===== src/rtl/prl_hard_reset_ctrl_if.sv =====
`default_nettype none
// ============================================================================
// Module      : prl_hard_reset_ctrl_if
// Description : PHY-side handshake between the hard/cable reset controller
//               and the PHY. The controller is the master: it raises PHY_req
//               and presents the reset type. The PHY answers with PHY_ACK.
// Revision    : 1.0 - initial release
// ============================================================================
interface prl_hard_reset_ctrl_if;
  logic       PHY_req;
  logic [2:0] PHY_req_type;
  logic       PHY_ACK;

  modport master (
    output PHY_req,
    output PHY_req_type,
    input  PHY_ACK
  );

  modport slave (
    input  PHY_req,
    input  PHY_req_type,
    output PHY_ACK
  );
endinterface
`default_nettype wire


===== src/rtl/prl_hard_reset_ctrl.sv =====
`default_nettype none
// ============================================================================
// Module      : prl_hard_reset_ctrl
// Description : USB-PD protocol-layer Hard Reset / Cable Reset transmitter.
//               Accepts a reset request from the TCPC TRANSMIT register,
//               drives a request/ack handshake towards the PHY with a
//               per-attempt timeout and bounded retries, then reports the
//               outcome through sticky write-1-to-clear ALERT bits.
//               Optional feature macro: PRL_HR_CABLE_RESET_EN
//                 defined   : TRANSMIT code 110 (cable reset) is accepted
//                 undefined : code 110 is rejected with ALERT[5]
// Revision    : 1.0 - initial release
// ============================================================================
module prl_hard_reset_ctrl #(
  parameter int TIMEOUT_CYCLES = 1000,
  parameter int CNT_W          = 16,
  parameter int N_RETRY        = 2
) (
  input  wire logic                  CLK,
  input  wire logic                  reset,
  input  wire logic [7:0]            ioTRANSMIT,
  input  wire logic                  tx_strobe,
  input  wire logic [15:0]           alert_clr,
  prl_hard_reset_ctrl_if.master      phy,
  output logic      [7:0]            oTRANSMIT,
  output logic      [15:0]           ALERT,
  output logic      [7:0]            oRECEIVE_DETECT,
  output logic      [7:0]            oRECEIVE_BYTE_COUNT,
  output logic                       PHY_Stop_Attempting_Reset,
  output logic                       busy,
  output logic      [3:0]            retry_cnt
);

  // TRANSMIT codes
  localparam logic [2:0] c_code_hard  = 3'b101;
  localparam logic [2:0] c_code_cable = 3'b110;

  // ALERT bit positions and the set of bits this block may ever drive
  localparam int          c_bit_failed    = 4;
  localparam int          c_bit_discarded = 5;
  localparam int          c_bit_success   = 6;
  localparam logic [15:0] c_alert_mask    = 16'h0070;

  // Last counter value of a WAIT_ACK attempt
  localparam logic [CNT_W-1:0] c_tmo_last = CNT_W'(TIMEOUT_CYCLES - 1);
  localparam logic [3:0]       c_n_retry  = 4'(N_RETRY);

  // State encoding
  localparam logic [2:0] c_st_idle      = 3'd0;
  localparam logic [2:0] c_st_wait_req  = 3'd1;
  localparam logic [2:0] c_st_construct = 3'd2;
  localparam logic [2:0] c_st_wait_ack  = 3'd3;
  localparam logic [2:0] c_st_success   = 3'd4;
  localparam logic [2:0] c_st_failure   = 3'd5;
  localparam logic [2:0] c_st_report    = 3'd6;

  logic [2:0]       r_state;
  logic [2:0]       w_state_d;

  // Registered datapath and outputs
  logic [2:0]       r_type;
  logic [4:0]       r_hi;
  logic [CNT_W-1:0] r_counter;
  logic             r_success;
  logic             r_phy_req;
  logic [2:0]       r_phy_req_type;
  logic [7:0]       r_otransmit;
  logic [15:0]      r_alert;
  logic [7:0]       r_rx_detect;
  logic [7:0]       r_rx_byte_cnt;
  logic             r_stop;
  logic             r_busy;
  logic [3:0]       r_retry_cnt;

  // Next-value wires for the datapath
  logic [2:0]       w_type_d;
  logic [4:0]       w_hi_d;
  logic [CNT_W-1:0] w_counter_d;
  logic             w_success_d;
  logic             w_phy_req_d;
  logic [2:0]       w_phy_req_type_d;
  logic [7:0]       w_otransmit_d;
  logic [15:0]      w_alert_set;
  logic [15:0]      w_alert_d;
  logic [7:0]       w_rx_detect_d;
  logic [7:0]       w_rx_byte_cnt_d;
  logic             w_stop_d;
  logic             w_busy_d;
  logic [3:0]       w_retry_cnt_d;

  // Request decode
  logic [2:0]       w_code;
  logic             w_is_hard;
  logic             w_is_cable;
  logic             w_code_ok;
  logic             w_code_rej;
  logic             w_accept;
  logic             w_discard;
  logic             w_timeout;
  logic             w_can_retry;

  assign w_code     = ioTRANSMIT[2:0];
  assign w_is_hard  = (w_code == c_code_hard);
  assign w_is_cable = (w_code == c_code_cable);

`ifdef PRL_HR_CABLE_RESET_EN
  assign w_code_ok  = w_is_hard | w_is_cable;
  assign w_code_rej = 1'b0;
`else
  // Cable reset is not supported: the code is refused and reported as discarded
  assign w_code_ok  = w_is_hard;
  assign w_code_rej = w_is_cable;
`endif

  assign w_accept    = tx_strobe & w_code_ok & (r_state == c_st_wait_req);
  assign w_discard   = tx_strobe & ((w_code_ok & r_busy) | w_code_rej);
  assign w_timeout   = (r_counter == c_tmo_last);
  assign w_can_retry = (r_retry_cnt < c_n_retry);

  // State register
  always_ff @(posedge CLK) begin
    if (!reset) begin
      r_state <= c_st_idle;
    end else begin
      r_state <= w_state_d;
    end
  end

  // Next-state decode; an ack in the timeout cycle still counts as success
  always_comb begin
    w_state_d = r_state;
    case (r_state)
      c_st_idle:      w_state_d = c_st_wait_req;
      c_st_wait_req:  if (w_accept) w_state_d = c_st_construct;
      c_st_construct: w_state_d = c_st_wait_ack;
      c_st_wait_ack: begin
        if (phy.PHY_ACK) begin
          w_state_d = c_st_success;
        end else if (w_timeout) begin
          w_state_d = w_can_retry ? c_st_construct : c_st_failure;
        end
      end
      c_st_success:   w_state_d = c_st_report;
      c_st_failure:   w_state_d = c_st_report;
      c_st_report:    w_state_d = c_st_wait_req;
      default:        w_state_d = c_st_idle;
    endcase
  end

  // Output/datapath next values per state; everything holds unless a state updates it
  always_comb begin
    w_type_d         = r_type;
    w_hi_d           = r_hi;
    w_counter_d      = r_counter;
    w_success_d      = r_success;
    w_phy_req_d      = r_phy_req;
    w_phy_req_type_d = r_phy_req_type;
    w_otransmit_d    = r_otransmit;
    w_rx_detect_d    = r_rx_detect;
    w_rx_byte_cnt_d  = r_rx_byte_cnt;
    w_stop_d         = r_stop;
    w_retry_cnt_d    = r_retry_cnt;
    w_alert_set      = 16'h0000;

    case (r_state)
      c_st_wait_req: begin
        if (w_accept) begin
          w_type_d      = w_code;
          w_hi_d        = ioTRANSMIT[7:3];
          w_retry_cnt_d = 4'd0;
          w_stop_d      = 1'b0;
        end
      end
      c_st_construct: begin
        w_phy_req_d      = 1'b1;
        w_phy_req_type_d = r_type;
        w_counter_d      = '0;
        w_rx_detect_d    = 8'h00;
`ifdef PRL_HR_CABLE_RESET_EN
        w_rx_byte_cnt_d  = (r_type == c_code_cable) ? 8'd1 : 8'd0;
`else
        w_rx_byte_cnt_d  = 8'd0;
`endif
      end
      c_st_wait_ack: begin
        if (!phy.PHY_ACK) begin
          if (w_timeout) begin
            // Drop the request at the end of every attempt so each pulse
            // lasts exactly one timeout window
            w_phy_req_d = 1'b0;
            if (w_can_retry) begin
              w_retry_cnt_d = r_retry_cnt + 4'd1;
            end
          end else begin
            w_counter_d = r_counter + CNT_W'(1);
          end
        end
      end
      c_st_success: begin
        w_phy_req_d   = 1'b0;
        w_otransmit_d = {r_hi, r_type};
        w_success_d   = 1'b1;
      end
      c_st_failure: begin
        w_phy_req_d = 1'b0;
        w_stop_d    = 1'b1;
        w_success_d = 1'b0;
      end
      c_st_report: begin
        if (r_success) begin
          w_alert_set[c_bit_success] = 1'b1;
        end else begin
          w_alert_set[c_bit_failed] = 1'b1;
        end
      end
      default: begin
      end
    endcase

    if (w_discard) begin
      w_alert_set[c_bit_discarded] = 1'b1;
    end
  end

  // Sticky ALERT with write-1-to-clear; a set in the same cycle wins over the clear
  assign w_alert_d = ((r_alert & ~alert_clr) | w_alert_set) & c_alert_mask;
  assign w_busy_d  = (w_state_d != c_st_wait_req);

  // Datapath/output registers; reset aborts any request without reporting it
  always_ff @(posedge CLK) begin
    if (!reset) begin
      r_type         <= 3'd0;
      r_hi           <= 5'd0;
      r_counter      <= '0;
      r_success      <= 1'b0;
      r_phy_req      <= 1'b0;
      r_phy_req_type <= 3'd0;
      r_otransmit    <= 8'h00;
      r_alert        <= 16'h0000;
      r_rx_detect    <= 8'h00;
      r_rx_byte_cnt  <= 8'h00;
      r_stop         <= 1'b0;
      r_busy         <= 1'b0;
      r_retry_cnt    <= 4'd0;
    end else begin
      r_type         <= w_type_d;
      r_hi           <= w_hi_d;
      r_counter      <= w_counter_d;
      r_success      <= w_success_d;
      r_phy_req      <= w_phy_req_d;
      r_phy_req_type <= w_phy_req_type_d;
      r_otransmit    <= w_otransmit_d;
      r_alert        <= w_alert_d;
      r_rx_detect    <= w_rx_detect_d;
      r_rx_byte_cnt  <= w_rx_byte_cnt_d;
      r_stop         <= w_stop_d;
      r_busy         <= w_busy_d;
      r_retry_cnt    <= w_retry_cnt_d;
    end
  end

  assign phy.PHY_req                = r_phy_req;
  assign phy.PHY_req_type           = r_phy_req_type;
  assign oTRANSMIT                  = r_otransmit;
  assign ALERT                      = r_alert;
  assign oRECEIVE_DETECT            = r_rx_detect;
  assign oRECEIVE_BYTE_COUNT        = r_rx_byte_cnt;
  assign PHY_Stop_Attempting_Reset  = r_stop;
  assign busy                       = r_busy;
  assign retry_cnt                  = r_retry_cnt;

endmodule
`default_nettype wire


===== src/flat_wrapper.sv =====
// flat-port wrapper written by rule: the top's interface ports become plain ports
module prl_hard_reset_ctrl_flat 
#(
  parameter int TIMEOUT_CYCLES = 1000,
  parameter int CNT_W          = 16,
  parameter int N_RETRY        = 2
)
  (CLK, reset, ioTRANSMIT, tx_strobe, alert_clr, oTRANSMIT, ALERT, oRECEIVE_DETECT, oRECEIVE_BYTE_COUNT, PHY_Stop_Attempting_Reset, busy, retry_cnt, phy_PHY_req, phy_PHY_req_type, phy_PHY_ACK);
  prl_hard_reset_ctrl_if phy_i ();
  input  wire logic CLK;
  input  wire logic reset;
  input  wire logic [7:0] ioTRANSMIT;
  input  wire logic tx_strobe;
  input  wire logic [15:0] alert_clr;
  output logic      [7:0] oTRANSMIT;
  output logic      [15:0] ALERT;
  output logic      [7:0] oRECEIVE_DETECT;
  output logic      [7:0] oRECEIVE_BYTE_COUNT;
  output logic PHY_Stop_Attempting_Reset;
  output logic busy;
  output logic      [3:0] retry_cnt;
  output wire logic [$bits(phy_i.PHY_req)-1:0] phy_PHY_req;
  output wire logic [$bits(phy_i.PHY_req_type)-1:0] phy_PHY_req_type;
  input wire logic [$bits(phy_i.PHY_ACK)-1:0] phy_PHY_ACK;
  assign phy_PHY_req = phy_i.PHY_req;
  assign phy_PHY_req_type = phy_i.PHY_req_type;
  assign phy_i.PHY_ACK = phy_PHY_ACK;
  prl_hard_reset_ctrl #(.TIMEOUT_CYCLES(TIMEOUT_CYCLES), .CNT_W(CNT_W), .N_RETRY(N_RETRY)) u_core (.CLK(CLK), .reset(reset), .ioTRANSMIT(ioTRANSMIT), .tx_strobe(tx_strobe), .alert_clr(alert_clr), .phy(phy_i), .oTRANSMIT(oTRANSMIT), .ALERT(ALERT), .oRECEIVE_DETECT(oRECEIVE_DETECT), .oRECEIVE_BYTE_COUNT(oRECEIVE_BYTE_COUNT), .PHY_Stop_Attempting_Reset(PHY_Stop_Attempting_Reset), .busy(busy), .retry_cnt(retry_cnt));
endmodule

===== config.mk =====
export PLATFORM = sky130hd
export DESIGN_NAME = prl_hard_reset_ctrl_flat
export DESIGN_NICKNAME = d
export VERILOG_FILES = /design/src/rtl/prl_hard_reset_ctrl_if.sv /design/src/rtl/prl_hard_reset_ctrl.sv /design/src/flat_wrapper.sv
export SDC_FILE = /design/constraint.sdc
export NUM_CORES = 1
export LEC_CHECK = 0
export BUFFER_PORTS_ARGS = -buffer_cell sky130_fd_sc_hd__buf_2
export CORE_MARGIN = 4
export CORE_UTILIZATION = 23
export CTS_BUF_LIST = sky130_fd_sc_hd__clkbuf_8
export CTS_CLUSTER_DIAMETER = 80
export DETAILED_ROUTE_END_ITERATION = 6
export GPL_ROUTABILITY_DRIVEN = 0
export PLACE_DENSITY = 0.53
export SYNTH_ARGS = -nofsm -noshare
export SYNTH_HDL_FRONTEND = slang
export SYNTH_SLANG_ARGS = --single-unit

===== constraint.sdc =====
create_clock -name CLK -period 5.8 [get_ports CLK]
set_clock_uncertainty 0.15 [all_clocks]
set_input_delay 0.29 -clock CLK [delete_from_list [all_inputs] [get_ports CLK]]
set_output_delay 0.29 -clock CLK [all_outputs]
set_load 0.02 [all_outputs]

==> run_results.csv, run 1 <==
group,metric,value,unit
job,max_cap_violations,0,
finish,post_route_cells_drive_above_1_share,18.2,%
power,cellLeakagePower,1.01,nW
finish,seq_area,981,um2
clock_network,worst_setup_hold_path_clk_slew,0.09,ns
clock_network,post_cts.repair.setup_buffers,0,
grt,grt_pass1_wl,8600,um
placed_design,dp_worst_setup_slack,3.32,ns
clock_network,cts-hold-fix-buffers,0,
placed_design,dp_hpwl,3700,um
drt,routed_via_density,4.28,
die,placementRows,37,
setup_path,crit-reg2reg-launch,"u_core.r_state[1]",
synthesis,synth.distinct_cells,47,
timing,setup_total_negative_slack,0,ns
finish,flow.area_growth_from_synthesis,11.6,%
grt,via_count_of_the_first_global_routing_pass,1783,
timing,slew_headroom,27.9,%
setup_path,end_of_the_worst_register_to_register_path,"u_core.r_counter[15]",
synthesis,yosysWarnings,0,
synthesis,postSynthAreaPerCell,8.94,um2
synthesis,mappedNetlistArea,2480,um2
die,floorplan.die.width,112,um
timing,period_needed,2.46,ns
clock_network,tritoncts,"done",
clock_network,numClockSinks,49,
drt,postRouteWirelength,5210,um
finish,multiInputGateArea,1300,um2
timing,hold_violations,0,
synthesis,postSynth.asyncResetShare,0,%
drt,first_pass_iters,4,
power,power.total,0.644,mW
drt,drc,0,
timing,rsz0062_at_grt,"no",
grt,global_route.overflow_total,0,
grt,groute.usage.overall,8.10,%
timing,period_share,42.4,%
setup_path,crit_fanout,15,
drt,initialDrtViolationCount,74,
finish,antenna-diode-count,0,
timing,max_clock_freq,406,MHz
timing,timing.final.setup_violations,0,
synthesis,syn_inst,278,
placed_design,placed_cell_area,2670,um2
timing,worst_max_slew_pin_slew,1.07,ns
setup_path,worst_ep_required_time,5.84,ns
power,power.ir.vdd_worst,0.0986,mV
finish,fin_util,26.6,%
clock_network,ctsHtreeMaxLevel,2,
grt,antenna_found_initial,0,
setup_path,worstSetupPathType,"flop to flop",
timing,timing.hold.ws,0.0914,ns
setup_path,setup.worst_path.start_class,"flop",
finish,finish.net_count,337,
finish,fillerInstances,1156,
drt,avgRoutedWirePerCell,11.8,um
setup_path,critical_path.endpoint_type,"flop",
die,fp.coreArea,10400,um2
die,die_h,112,um
finish,finalInstanceArea,2770,um2
finish,final-instance-count-excl-fill,443,
synthesis,synth-edff-count,0,
die,pin_count,78,
setup_path,cp.arrival,2.50,ns
die,die-area,12500,um2
drt,final_antenna_net_count,0,
timing,report.final.slew_viol_count,0,
placed_design,buffer_ports.inserted,35,
hold_path,holdCritPathClass,"primary input to flop",
placed_design,placed_cells,436,
synthesis,synth-seq-cells,49,
power,power.density,232,nW/um2
grt,pin_count_of_the_biggest_net_entering_global_routing,40,
setup_path,timing.reg2reg.worst_path_depth,4,
clock_network,number_of_buffers_added_by_the_clock_tree_synthesis_step,5,
clock_network,post_cts_resized,0,
synthesis,ys_seq_area_share,39.5,%
clock_network,clkLatencyLatePin,0.30,ns
clock_network,clock-root-buffer,"sky130_fd_sc_hd__clkbuf_8",
synthesis,synth_flop_cell,"sky130_fd_sc_hd__dfxtp_1",
clock_network,clock_path_buffers,2,
setup_path,critPathCapture,"u_core.r_counter[15]",
setup_path,worstSetupStartpoint,"u_core.r_state[1]",
drt,via_count,1895,
timing,timing.final.ws_setup,3.34,ns
die,start_util,23.9,%
setup_path,timing.reg2reg.setup_slack,3.34,ns
status,result_of_the_run,"complete, no violations",
routing by layer:
layer  wire length (um)  up-vias  track usage, %
li1                   -      953               -
met1               2410      885            10.9
met2               2480       52            13.1
met3                292        5            2.28
met4                 25        0            1.60
met5                  0        -               0
power breakdown:
part / leakage (nW) / internal (mW) / switching, mW / total (mW)
Combinational: 0.564 / 0.0170 / 0.0456 / 0.0626
Sequential: 0.395 / 0.340 / 0.00439 / 0.345
Clock: 0.0540 / 0.125 / 0.111 / 0.237
how the worst min path moves through the flow:
stage / startpoint / slack [ns] / endpoint / cells past startpoint
final: ioTRANSMIT[7] / 0.09 / u_core.r_hi[4] / 3
after global routing: ioTRANSMIT[5] / 0.08 / u_core.r_hi[2] / 3
after CTS: ioTRANSMIT[7] / 0.08 / u_core.r_hi[4] / 3
after detailed placement: u_core.r_type[1] / 0.29 / u_core.r_type[1] / 2
after global placement: u_core.r_type[1] / 0.29 / u_core.r_type[1] / 2
after floorplan: u_core.r_type[1] / 0.27 / u_core.r_type[1] / 2
critical path, cell delays in order, from the launching register on:
cell and delay, ns:
sky130_fd_sc_hd__dfxtp_1 0.60, sky130_fd_sc_hd__nand2_1 0.30, sky130_fd_sc_hd__o21ai_1 0.90, sky130_fd_sc_hd__nor2_1 0.07, sky130_fd_sc_hd__mux2_1 0.32
registers in the layout, indices dropped and copies added, names as in the netlist:
signal and cells:
u_core.PHY_Stop_Attempting_Reset 1, u_core.r_state 3, u_core.phy.PHY_req 1, u_core.r_type 3, u_core.r_success 1, u_core.phy.PHY_req_type 3
u_core.r_counter 16, u_core.ALERT 3, u_core.r_hi 5, u_core.busy 1, u_core.retry_cnt 4, u_core.oTRANSMIT 8
placed cells by master, fill, tap and decap left out, types with 5 or more instances in the layout:
master                     Yosys  final
sky130_fd_sc_hd__xnor2_1      13     13
sky130_fd_sc_hd__a21oi_1       8      8
sky130_fd_sc_hd__conb_1        1     29
sky130_fd_sc_hd__nand3_1       7      7
sky130_fd_sc_hd__mux2i_1       6      6
sky130_fd_sc_hd__dfxtp_1      49     49
sky130_fd_sc_hd__o21ai_0      15     15
sky130_fd_sc_hd__nor2b_1      13     13
sky130_fd_sc_hd__clkbuf_8      0      5
sky130_fd_sc_hd__nor2_1       23     23
sky130_fd_sc_hd__a211oi_1      7      7
sky130_fd_sc_hd__buf_2         3     35
sky130_fd_sc_hd__a21boi_0     13     13
sky130_fd_sc_hd__nand2_1      19     19
sky130_fd_sc_hd__inv_1        10     10
cell usage after synthesis, drive strengths merged, types with 2 or more instances:
master	n	area share, %
nor4b	4	2.9
and2	2	0.50
o21a	4	1.2
and4	3	1.2
nand4	2	0.50
nand3	7	1.4
ha	2	1.0
nand2	19	2.9
o21ai	16	3.2
a21boi	13	3.9
clkbuf	9	1.4
nand3b	2	0.60
nor3	4	0.81
dfxtp	49	39
nand2b	4	1.0
a211oi	9	3.1
nor2b	13	3.3
nand4b	2	0.71
inv	10	1.5
nor3b	2	0.60
a2111oi	2	1.2
nor2	24	3.7
mux2i	6	2.4
buf	33	9.7
a21oi	8	1.6
a32oi	2	0.71
xnor2	13	4.6
or3	2	0.50
cell type report:
type / instances / share of cell area [%]
flip-flops and latches: 49 / 35.4
clock inverters: 2 / 1.26
multi-input cells: 205 / 46.8
well taps: 136 / 6.14
inverters: 10 / 1.35
repair buffers: 36 / 6.59
clock buffers: 5 / 2.48
cells by family (layout without fill, tap and decap cells):
kind of cell / after synthesis / in the layout / synth area share (%)
flip-flops: 49 / 49 / 39.5
AND/OR/NAND/NOR: 93 / 93 / 21.5
buffers and inverters: 52 / 53 / 12.5
multiplexers: 7 / 7 / 2.87
adder cells (fa/ha/maj): 2 / 2 / 1.01
XOR/XNOR: 13 / 13 / 4.58
other: 1 / 29 / 0.151
AO/OA/AOI/OAI: 61 / 61 / 17.9
No activity file was read; power rests on OpenSTA's default activity.
==> run 2, diff against run 1 <==
--- a/config.mk
+++ b/config.mk
@@ -12,7 +12,7 @@
 export CTS_CLUSTER_DIAMETER = 80
 export DETAILED_ROUTE_END_ITERATION = 6
 export GPL_ROUTABILITY_DRIVEN = 0
-export PLACE_DENSITY = 0.53
+export PLACE_DENSITY = 0.55
 export SYNTH_ARGS = -nofsm -noshare
 export SYNTH_HDL_FRONTEND = slang
 export SYNTH_SLANG_ARGS = --single-unit
==> constraint.sdc (replaced) <==
create_clock -name CLK -period 2.2 [get_ports CLK]
set_clock_uncertainty 0.15 [all_clocks]
set_input_delay 0.11 -clock CLK [delete_from_list [all_inputs] [get_ports CLK]]
set_output_delay 0.11 -clock CLK [all_outputs]
set_load 0.02 [all_outputs]
==> run 2 against run 1 <==
Core utilization rose by 1.9 points. Routed wire length rose by 2.3%. Critical path depth rose by 3. Highest routed layer unchanged. Critical endpoint is now u_core.r_counter[12]. Fmax rose by 20%. Sequential power rose to 2.6 times the previous value. Flip-flop and latch count did not move.
==> run_results.csv, run 2 (synthesis results as in run 1) <==
group,metric,value,unit
drt,routed_via_density,4.27,
clock_network,numClockSinks,49,
power,power.ir.vdd_worst,0.247,mV
setup_path,crit_fanout,6,
die,fp.coreArea,10400,um2
clock_network,tritoncts,"done",
timing,setup_total_negative_slack,0,ns
die,floorplan.die.width,112,um
finish,layout_common_cells,"sky130_fd_sc_hd__dfxtp_1 (49), sky130_fd_sc_hd__buf_2 (35), sky130_fd_sc_hd__conb_1 (29)",
setup_path,worstSetupPathType,"flop to flop",
hold_path,holdPathStages,5,
timing,timing.hold.ws,0.144,ns
timing,report.final.slew_viol_count,0,
timing,timing.final.ws_setup,0.156,ns
hold_path,holdCritPathClass,"primary input to flop",
clock_network,clkLatencyLatePin,0.30,ns
timing,timing.final.setup_violations,0,
placed_design,dp_hpwl,3940,um
drt,initialDrtViolationCount,84,
die,die_h,112,um
timing,worst_max_slew_pin_slew,0.513,ns
setup_path,critical_path.endpoint_type,"flop",
grt,global_route.overflow_total,0,
die,pin_count,78,
drt,via_count,1988,
finish,multiInputGateArea,1320,um2
clock_network,number_of_buffers_added_by_the_clock_tree_synthesis_step,5,
clock_network,post_cts.repair.setup_buffers,0,
job,max_cap_violations,0,
power,power.density,561,nW/um2
clock_network,worst_setup_hold_path_clk_slew,0.10,ns
setup_path,worst_ep_required_time,2.26,ns
timing,slew_headroom,65.4,%
placed_design,dp_worst_setup_slack,0.108,ns
timing,hold_violations,0,
grt,grt_pass1_wl,9140,um
finish,max_flop_register,"u_core.r_counter",
grt,groute.usage.overall,8.66,%
clock_network,clock-root-buffer,"sky130_fd_sc_hd__clkbuf_8",
drt,avgRoutedWirePerCell,11.4,um
drt,first_pass_iters,4,
finish,finish.net_count,359,
finish,seq_area,981,um2
setup_path,setup.worst_path.start_class,"flop",
clock_network,ctsHtreeMaxLevel,2,
drt,drc,0,
finish,post_route_cells_drive_above_1_share,21.2,%
finish,largest_register_ffs,16,
finish,fillerInstances,1104,
clock_network,clock_path_buffers,2,
placed_design,buffer_ports.inserted,35,
die,placementRows,37,
timing,rsz0062_at_grt,"no",
finish,flow.area_growth_from_synthesis,19.5,%
drt,postRouteWirelength,5330,um
power,cellLeakagePower,1.11,nW
setup_path,timing.reg2reg.worst_path_depth,7,
grt,antenna_found_initial,0,
timing,period_needed,2.04,ns
die,die-area,12500,um2
die,start_util,23.9,%
grt,pin_count_of_the_biggest_net_entering_global_routing,24,
timing,period_share,92.9,%
setup_path,cp.arrival,2.10,ns
finish,mostFrequentLayoutCell,"sky130_fd_sc_hd__dfxtp_1",
grt,via_count_of_the_first_global_routing_pass,1915,
drt,final_antenna_net_count,0,
status,result_of_the_run,"complete, no violations",
timing,max_clock_freq,489,MHz
finish,antenna-diode-count,0,
-- run 2: cell types whose count changed in the layout (fill, tap and decap cells not counted), sizes merged --
cell | previous run | this run
buf | 36 | 48
clkinv | 1 | 0
dlygate4sd3 | 0 | 10
bufinv | 1 | 0
inv | 10 | 12
clkinvlp | 0 | 1
-- run 2: worst paths after layout --
check                       from              endpoint  slack (ns)
max          u_core.r_counter[0]  u_core.r_counter[12]        0.16
min                  phy_PHY_ACK   u_core.r_counter[1]        0.14
max reg2reg  u_core.r_counter[0]  u_core.r_counter[12]        0.16
min reg2reg     u_core.r_type[1]      u_core.r_type[1]        0.30
-- run 2: power by group --
| part | internal, mW | switching [mW] | leakage (nW) |
|---|---|---|---|
| registers | 0.897 | 0.0139 | 0.395 |
| clock network | 0.232 | 0.330 | 0.0452 |
| logic | 0.0685 | 0.123 | 0.672 |
-- run 2: stage by stage --
stage | instance area, um2 | util [%] | total power, mW | std cells
2_1_floorplan | 2590 | - | 1.09 | 306
3_3_place_gp | 2760 | 26.5 | 1.11 | 448
3_5_place_dp | 2760 | 26.5 | 1.11 | 448
4_1_cts | 2960 | 28.4 | 1.70 | 467
5_1_grt | 2970 | 28.5 | 1.75 | 466
6_report | 2970 | 28.5 | 1.66 | 466
-- run 2: final cells by class --
cell class	count	area share [%]
flip-flops and latches	49	33.0
well taps	136	5.73
clock inverters	3	0.842
clock buffers	5	2.32
multi-input cells	205	44.3
repair buffers	58	12.6
inverters	10	1.26
-- run 2: repair_timing --
item / CTS / global route
hold endpoints to repair: 13 / 0
hold buffers: 11 / 0
setup endpoints to repair: 0 / 3
gates resized for setup: 0 / 2
-- run 2: per-layer routing --
| layer | wire (um) | up-vias | track usage, % |
|---|---|---|---|
| li1 | - | 994 | - |
| met1 | 2450 | 918 | 11.3 |
| met2 | 2510 | 68 | 14.1 |
| met3 | 325 | 8 | 2.17 |
| met4 | 52 | 0 | 2.56 |
| met5 | 0 | - | 0 |
-- run 2: worst max-delay path: stages, from the launching register on --
cell,delay (ns)
sky130_fd_sc_hd__dfxtp_1,0.35
sky130_fd_sc_hd__ha_1,0.21
sky130_fd_sc_hd__nor3b_2,0.17
sky130_fd_sc_hd__a41o_4,0.30
sky130_fd_sc_hd__buf_4,0.16
sky130_fd_sc_hd__a2111oi_2,0.39
sky130_fd_sc_hd__xnor2_1,0.17
sky130_fd_sc_hd__nor2_1,0.05
